$ cat config.mk
export PLATFORM = sky130hd
export DESIGN_NAME = mem_port_arbiter
export DESIGN_NICKNAME = d
export VERILOG_FILES = /design/src/rtl/mem_port_arbiter.sv
export SDC_FILE = /design/constraint.sdc
export NUM_CORES = 1
export LEC_CHECK = 0
export ABC_AREA = 1
export CAP_MARGIN = 20
export CELL_PAD_IN_SITES_DETAIL_PLACEMENT = 1
export CELL_PAD_IN_SITES_GLOBAL_PLACEMENT = 1
export CORE_AREA = 4 4 534 536
export DETAILED_ROUTE_END_ITERATION = 10
export DIE_AREA = 0 0 538 540
export GPL_TIMING_DRIVEN = 0
export PLACE_DENSITY_LB_ADDON = 0.1
export SYNTH_ARGS = -nofsm -noshare
export SYNTH_HDL_FRONTEND = slang
export SYNTH_SLANG_ARGS = --single-unit
$ cat constraint.sdc
create_clock -name clk -period 3.48 [get_ports clk]
set_input_delay 0.348 -clock clk [delete_from_list [all_inputs] [get_ports clk]]
set_output_delay 0.348 -clock clk [all_outputs]
set_load 0.05 [all_outputs]
$ cat src/rtl/mem_port_arbiter.sv
// Shares the single cacheline memory port between icache and dcache.
// One transaction at a time; ties alternate so neither cache starves.
module mem_port_arbiter #(
  parameter int ADDR_W = 32,
  parameter int LINE_W = 256
) (
  input  logic              clk,
  input  logic              rst,
  input  logic              i_read,
  input  logic [ADDR_W-1:0] i_addr,
  output logic [LINE_W-1:0] i_rdata,
  output logic              i_resp,
  input  logic              d_read,
  input  logic              d_write,
  input  logic [ADDR_W-1:0] d_addr,
  input  logic [LINE_W-1:0] d_wdata,
  output logic [LINE_W-1:0] d_rdata,
  output logic              d_resp,
  output logic              pmem_read,
  output logic              pmem_write,
  output logic [ADDR_W-1:0] pmem_addr,
  output logic [LINE_W-1:0] pmem_wdata,
  input  logic [LINE_W-1:0] pmem_rdata,
  input  logic              pmem_resp
);

  // state  | meaning
  // IDLE   | arbitrate between pending requests
  // I_MEM  | icache line read in flight
  // D_MEM  | dcache read or writeback in flight
  // I_RESP | one-cycle completion pulse to icache
  // D_RESP | one-cycle completion pulse to dcache
  typedef enum logic [2:0] {IDLE, I_MEM, D_MEM, I_RESP, D_RESP} state_t;

  state_t              r_state;
  logic                r_last_gnt;
  logic                r_write;
  logic [ADDR_W-1:0]   r_addr;
  logic [LINE_W-1:0]   r_wdata;
  logic [LINE_W-1:0]   r_line;
  logic                r_pmem_read;
  logic                r_pmem_write;
  logic                r_i_resp;
  logic                r_d_resp;

  logic                w_i_req;
  logic                w_d_req;
  logic                w_pick_i;
  logic                w_unused_addr_bits;

  assign w_i_req  = i_read;
  assign w_d_req  = d_read | d_write;
  // On a tie the cache not served last wins; last_gnt=0 favours dcache.
  assign w_pick_i = w_i_req & (~w_d_req | r_last_gnt);
  assign w_unused_addr_bits = ^{i_addr[4:0], d_addr[4:0]};

  always_ff @(posedge clk or negedge rst) begin
    if (!rst) begin
      r_state      <= IDLE;
      r_last_gnt   <= 1'b0;
      r_write      <= 1'b0;
      r_addr       <= '0;
      r_wdata      <= '0;
      r_line       <= '0;
      r_pmem_read  <= 1'b0;
      r_pmem_write <= 1'b0;
      r_i_resp     <= 1'b0;
      r_d_resp     <= 1'b0;
    end else begin
      case (r_state)
        IDLE: begin
          if (w_pick_i) begin
            r_state      <= I_MEM;
            r_addr       <= {i_addr[ADDR_W-1:5], 5'b0};
            r_write      <= 1'b0;
            r_pmem_read  <= 1'b1;
            r_pmem_write <= 1'b0;
          end else if (w_d_req) begin
            // d_read together with d_write is resolved as a writeback.
            r_state      <= D_MEM;
            r_addr       <= {d_addr[ADDR_W-1:5], 5'b0};
            r_write      <= d_write;
            r_pmem_read  <= ~d_write;
            r_pmem_write <= d_write;
            if (d_write) r_wdata <= d_wdata;
          end
        end
        I_MEM: begin
          if (pmem_resp) begin
            r_state     <= I_RESP;
            r_line      <= pmem_rdata;
            r_pmem_read <= 1'b0;
            r_i_resp    <= 1'b1;
          end
        end
        D_MEM: begin
          if (pmem_resp) begin
            r_state      <= D_RESP;
            if (!r_write) r_line <= pmem_rdata;
            r_pmem_read  <= 1'b0;
            r_pmem_write <= 1'b0;
            r_d_resp     <= 1'b1;
          end
        end
        I_RESP: begin
          r_state    <= IDLE;
          r_i_resp   <= 1'b0;
          r_last_gnt <= 1'b0;
        end
        D_RESP: begin
          r_state    <= IDLE;
          r_d_resp   <= 1'b0;
          r_last_gnt <= 1'b1;
        end
        default: begin
          r_state      <= IDLE;
          r_pmem_read  <= 1'b0;
          r_pmem_write <= 1'b0;
          r_i_resp     <= 1'b0;
          r_d_resp     <= 1'b0;
        end
      endcase
    end
  end

  assign i_rdata    = r_line;
  assign d_rdata    = r_line;
  assign i_resp     = r_i_resp;
  assign d_resp     = r_d_resp;
  assign pmem_read  = r_pmem_read;
  assign pmem_write = r_pmem_write;
  assign pmem_addr  = r_addr;
  assign pmem_wdata = r_wdata;

endmodule

==> impl_results.md <==
* Met3 Usage GRT at 6.08%
* Starting density of the core at 8.32%
* PD cells at 1270 nW/µm²
* Status: complete, no violations
* Flop-to-flop setup slack at 1.02 ns
* Drt first-iter violations at 824
* Initial antenna violation count at 113
* Predominant post-synthesis flop cell: dfrtp_1
* Layout fillers at 32800
* Startpoint Class: register
* Final setup fails at 0
* CP Data Arrival Time at 2.45 ns
* CP Max Fanout at 4
* Hold Path Class: in -> reg
* Total number of vias at 23900
* Net Sw Frac at 54.5%
* Internal at 26.0 mW
* Count leader, synth: nand2_1
* Post-synthesis instance total at 2665
* Layout Nets at 4718
* Cell area after layout at 44900 µm²
* Std cell rows at 195
* Post-route clock period utilization at 80.3%
* Met1 usage at 12.6%
* Die Span X at 538 µm
* First-pass GRT wire length at 245000 µm
* Worst hold start: pmem_rdata[38]
* Fmax at 358 MHz
* Max-Cap Viols at 0
* Num Clock Sinks at 548
* Syn Area/Cell at 8.77 µm²
* TNS Setup at 0 ns
* Synth area leaders: dfrtp_1, nand2_1, buf_4
* Post-Syn Area at 23400 µm²
* Hold EP: d_rdata[38]
* Post-synth top area cell: dfrtp_1
* Worst path required time at 3.13 ns
* RSZ-0062 raised after global routing: no
* Share of layout cells above drive strength 1 at 13.1%
* Top Usage Layer GRT: met2
* Worst Reg-to-Reg Cells at 8
* Detail Route Antenna Nets at 0
* Core ar. at 281000 µm²
* Die Ht at 540 µm
* # H-tree levels at 3
* Switching power at 31.0 mW
* Slowest stage delay, CP at 0.79 ns
* Syn. warnings at 0
* Port bufs at 1370
* Clock slew at reported path FFs at 0.06 ns
* CTS tree: done
* CTS Buf Count at 86
* #FFs+latches synth at 548
* GR Util met2 at 22.7%
* Post-synthesis async set-or-reset flop share at 100%
* Area of the multi-input gates at 6830 µm²
* Worst Setup SP: d_rdata[7]
* DRC errors left at 0
* Gr ovfl total at 0
* WHS Path Cells at 3
* Slew @ Worst Pin at 0.967 ns
* # Post-CTS Setup Buffers at 0
* Cell variety after synth at 18
* Slowest CP cell: clkdlybuf4s50_1
* Leak pwr at 20.0 nW
* Register area share after synthesis at 58.7%
* Min Tclk post-route at 2.79 ns
* Register area at 13700 µm²
* Largest net degree at the start of global routing at 86
* Reg2reg end: d_rdata[19]
* Top cell type's share of synthesized area at 58.7%
* Max transition margin at 35.3%
* Final wirelength at 185000 µm
* Vias per cell at 3.00
* Final hold vios at 0
* Vias in the first global route at 26500
* Most common library cells after synthesis: nand2_1, dfrtp_1, buf_4, nand3_1, buf_2
* Setup CP Type: reg -> out
* Combinational Power Share at 61.9%
* Clk Latency, worst-skew pair at 0.71 ns
* Post-DP HPWL at 154000 µm
* IR drop worst, VDD at 0.375 mV
* Die ar. at 291000 µm²
* GRT Overall Usage at 12.3%
* Reg2reg start: r_state[0]
* Clk pwr share at 15.5%
* Gpl congestion at 0.744
* Pre-antenna DRT Iters at 5
* Placed instance area at 42000 µm²
* Slew Viols, Final at 0
* Longest Clk Path Bufs at 3
* EDFF count, synth at 0
* CP Capture Type: output pin
* Area delta synth->final at 92.0%
* Clock Skews at 0.0597 ns
* Post-DR wirelength/cell at 23.3 µm
* CTS root buf: clkbuf_16
* Reg power frac at 22.6%
* Hold slack at 0.176 ns
* Crit-path cells: buf_4 -> clkdlybuf4s50_1
* IO Pins at 1386
-- what timing repair did --
item,4_1_cts,5_1_grt
gates resized for setup,0,0
hold endpoints to repair,67,0
hold buffers,1,0
-- placed cells by master (no fill, tap or decap), types with 20 or more instances in the layout --
master,count
clkdlybuf4s50_1,1369
nand2_1,1327
dfrtp_1,548
buf_4,293
nand3_1,289
buf_2,108
clkbuf_16,87
clkbuf_1,36
nor2_1,30
a31oi_1,28
diode_2,23
clkbuf_8,20
-- worst max-delay path by stage --
stage	slack (ns)	endpoint	depth (start not counted)
after floorplan	2.01	pmem_wdata[178]	10
after global placement	-30.98	pmem_wdata[241]	1
after detailed placement	0.29	pmem_wdata[75]	11
after CTS	0.57	i_rdata[7]	2
after global routing	0.57	pmem_wdata[12]	6
final	0.69	i_rdata[7]	2
-- cell families after synthesis --
group	Yosys count	synth area share (%)
AO/OA/AOI/OAI	34	0.878
buffers and inverters	426	12.1
flip-flops	548	58.7
other	1	0.0160
AND/OR/NAND/NOR	1656	28.3
-- metrics by stage --
step / utilization (%) / cells / power [mW] / setup WS, ns
final: 16.0 / 7963 / 57.0 / 0.687
after global routing: 16.0 / 7945 / 60.4 / 0.574
after detailed placement: 15.0 / 7790 / 49.3 / 0.295
after global placement: 14.9 / 7782 / 49.3 / -30.98
after floorplan: - / 2669 / 33.5 / 2.01
after CTS: 16.0 / 7940 / 58.7 / 0.570
-- final cells by class --
type	count	area share, %
antenna	23	0.128
buffer	414	6.22
clock buffer	131	5.67
clock inverter	18	0.566
inverter	12	0.100
multi-input combinational	1695	15.2
sequential	548	30.6
tap	3743	10.4
timing repair buffer	1379	31.1
-- power by group through the flow --
stage / registers, mW / logic (mW) / clock network, mW
after floorplan: 21.6 / 11.9 / 0
after global placement: 13.1 / 36.2 / 0
after detailed placement: 13.2 / 36.1 / 0
after CTS: 13.1 / 36.2 / 9.46
after global routing: 13.4 / 37.4 / 9.61
final: 12.9 / 35.3 / 8.85
-- worst max-delay path: cells and delay by family (launching register included) --
family                 cells  cell delay [ns]
buffers and inverters      2             1.00
flip-flops                 1             0.75
-- layer usage --
layer,wire length [µm],vias to the layer above
met4,3070,122
met1,65900,11400
li1,-,11100
met3,20900,293
met2,94700,1038
met5,763,-
-- registers in the layout, summed over array words and instances, names as in the netlist --
name,cells
pmem_addr,27
d_rdata,256
pmem_read,1
pmem_write,1
r_write,1
i_resp,1
r_state,3
pmem_wdata,256
r_last_gnt,1
d_resp,1
No activity file was read; power rests on OpenSTA's default activity.
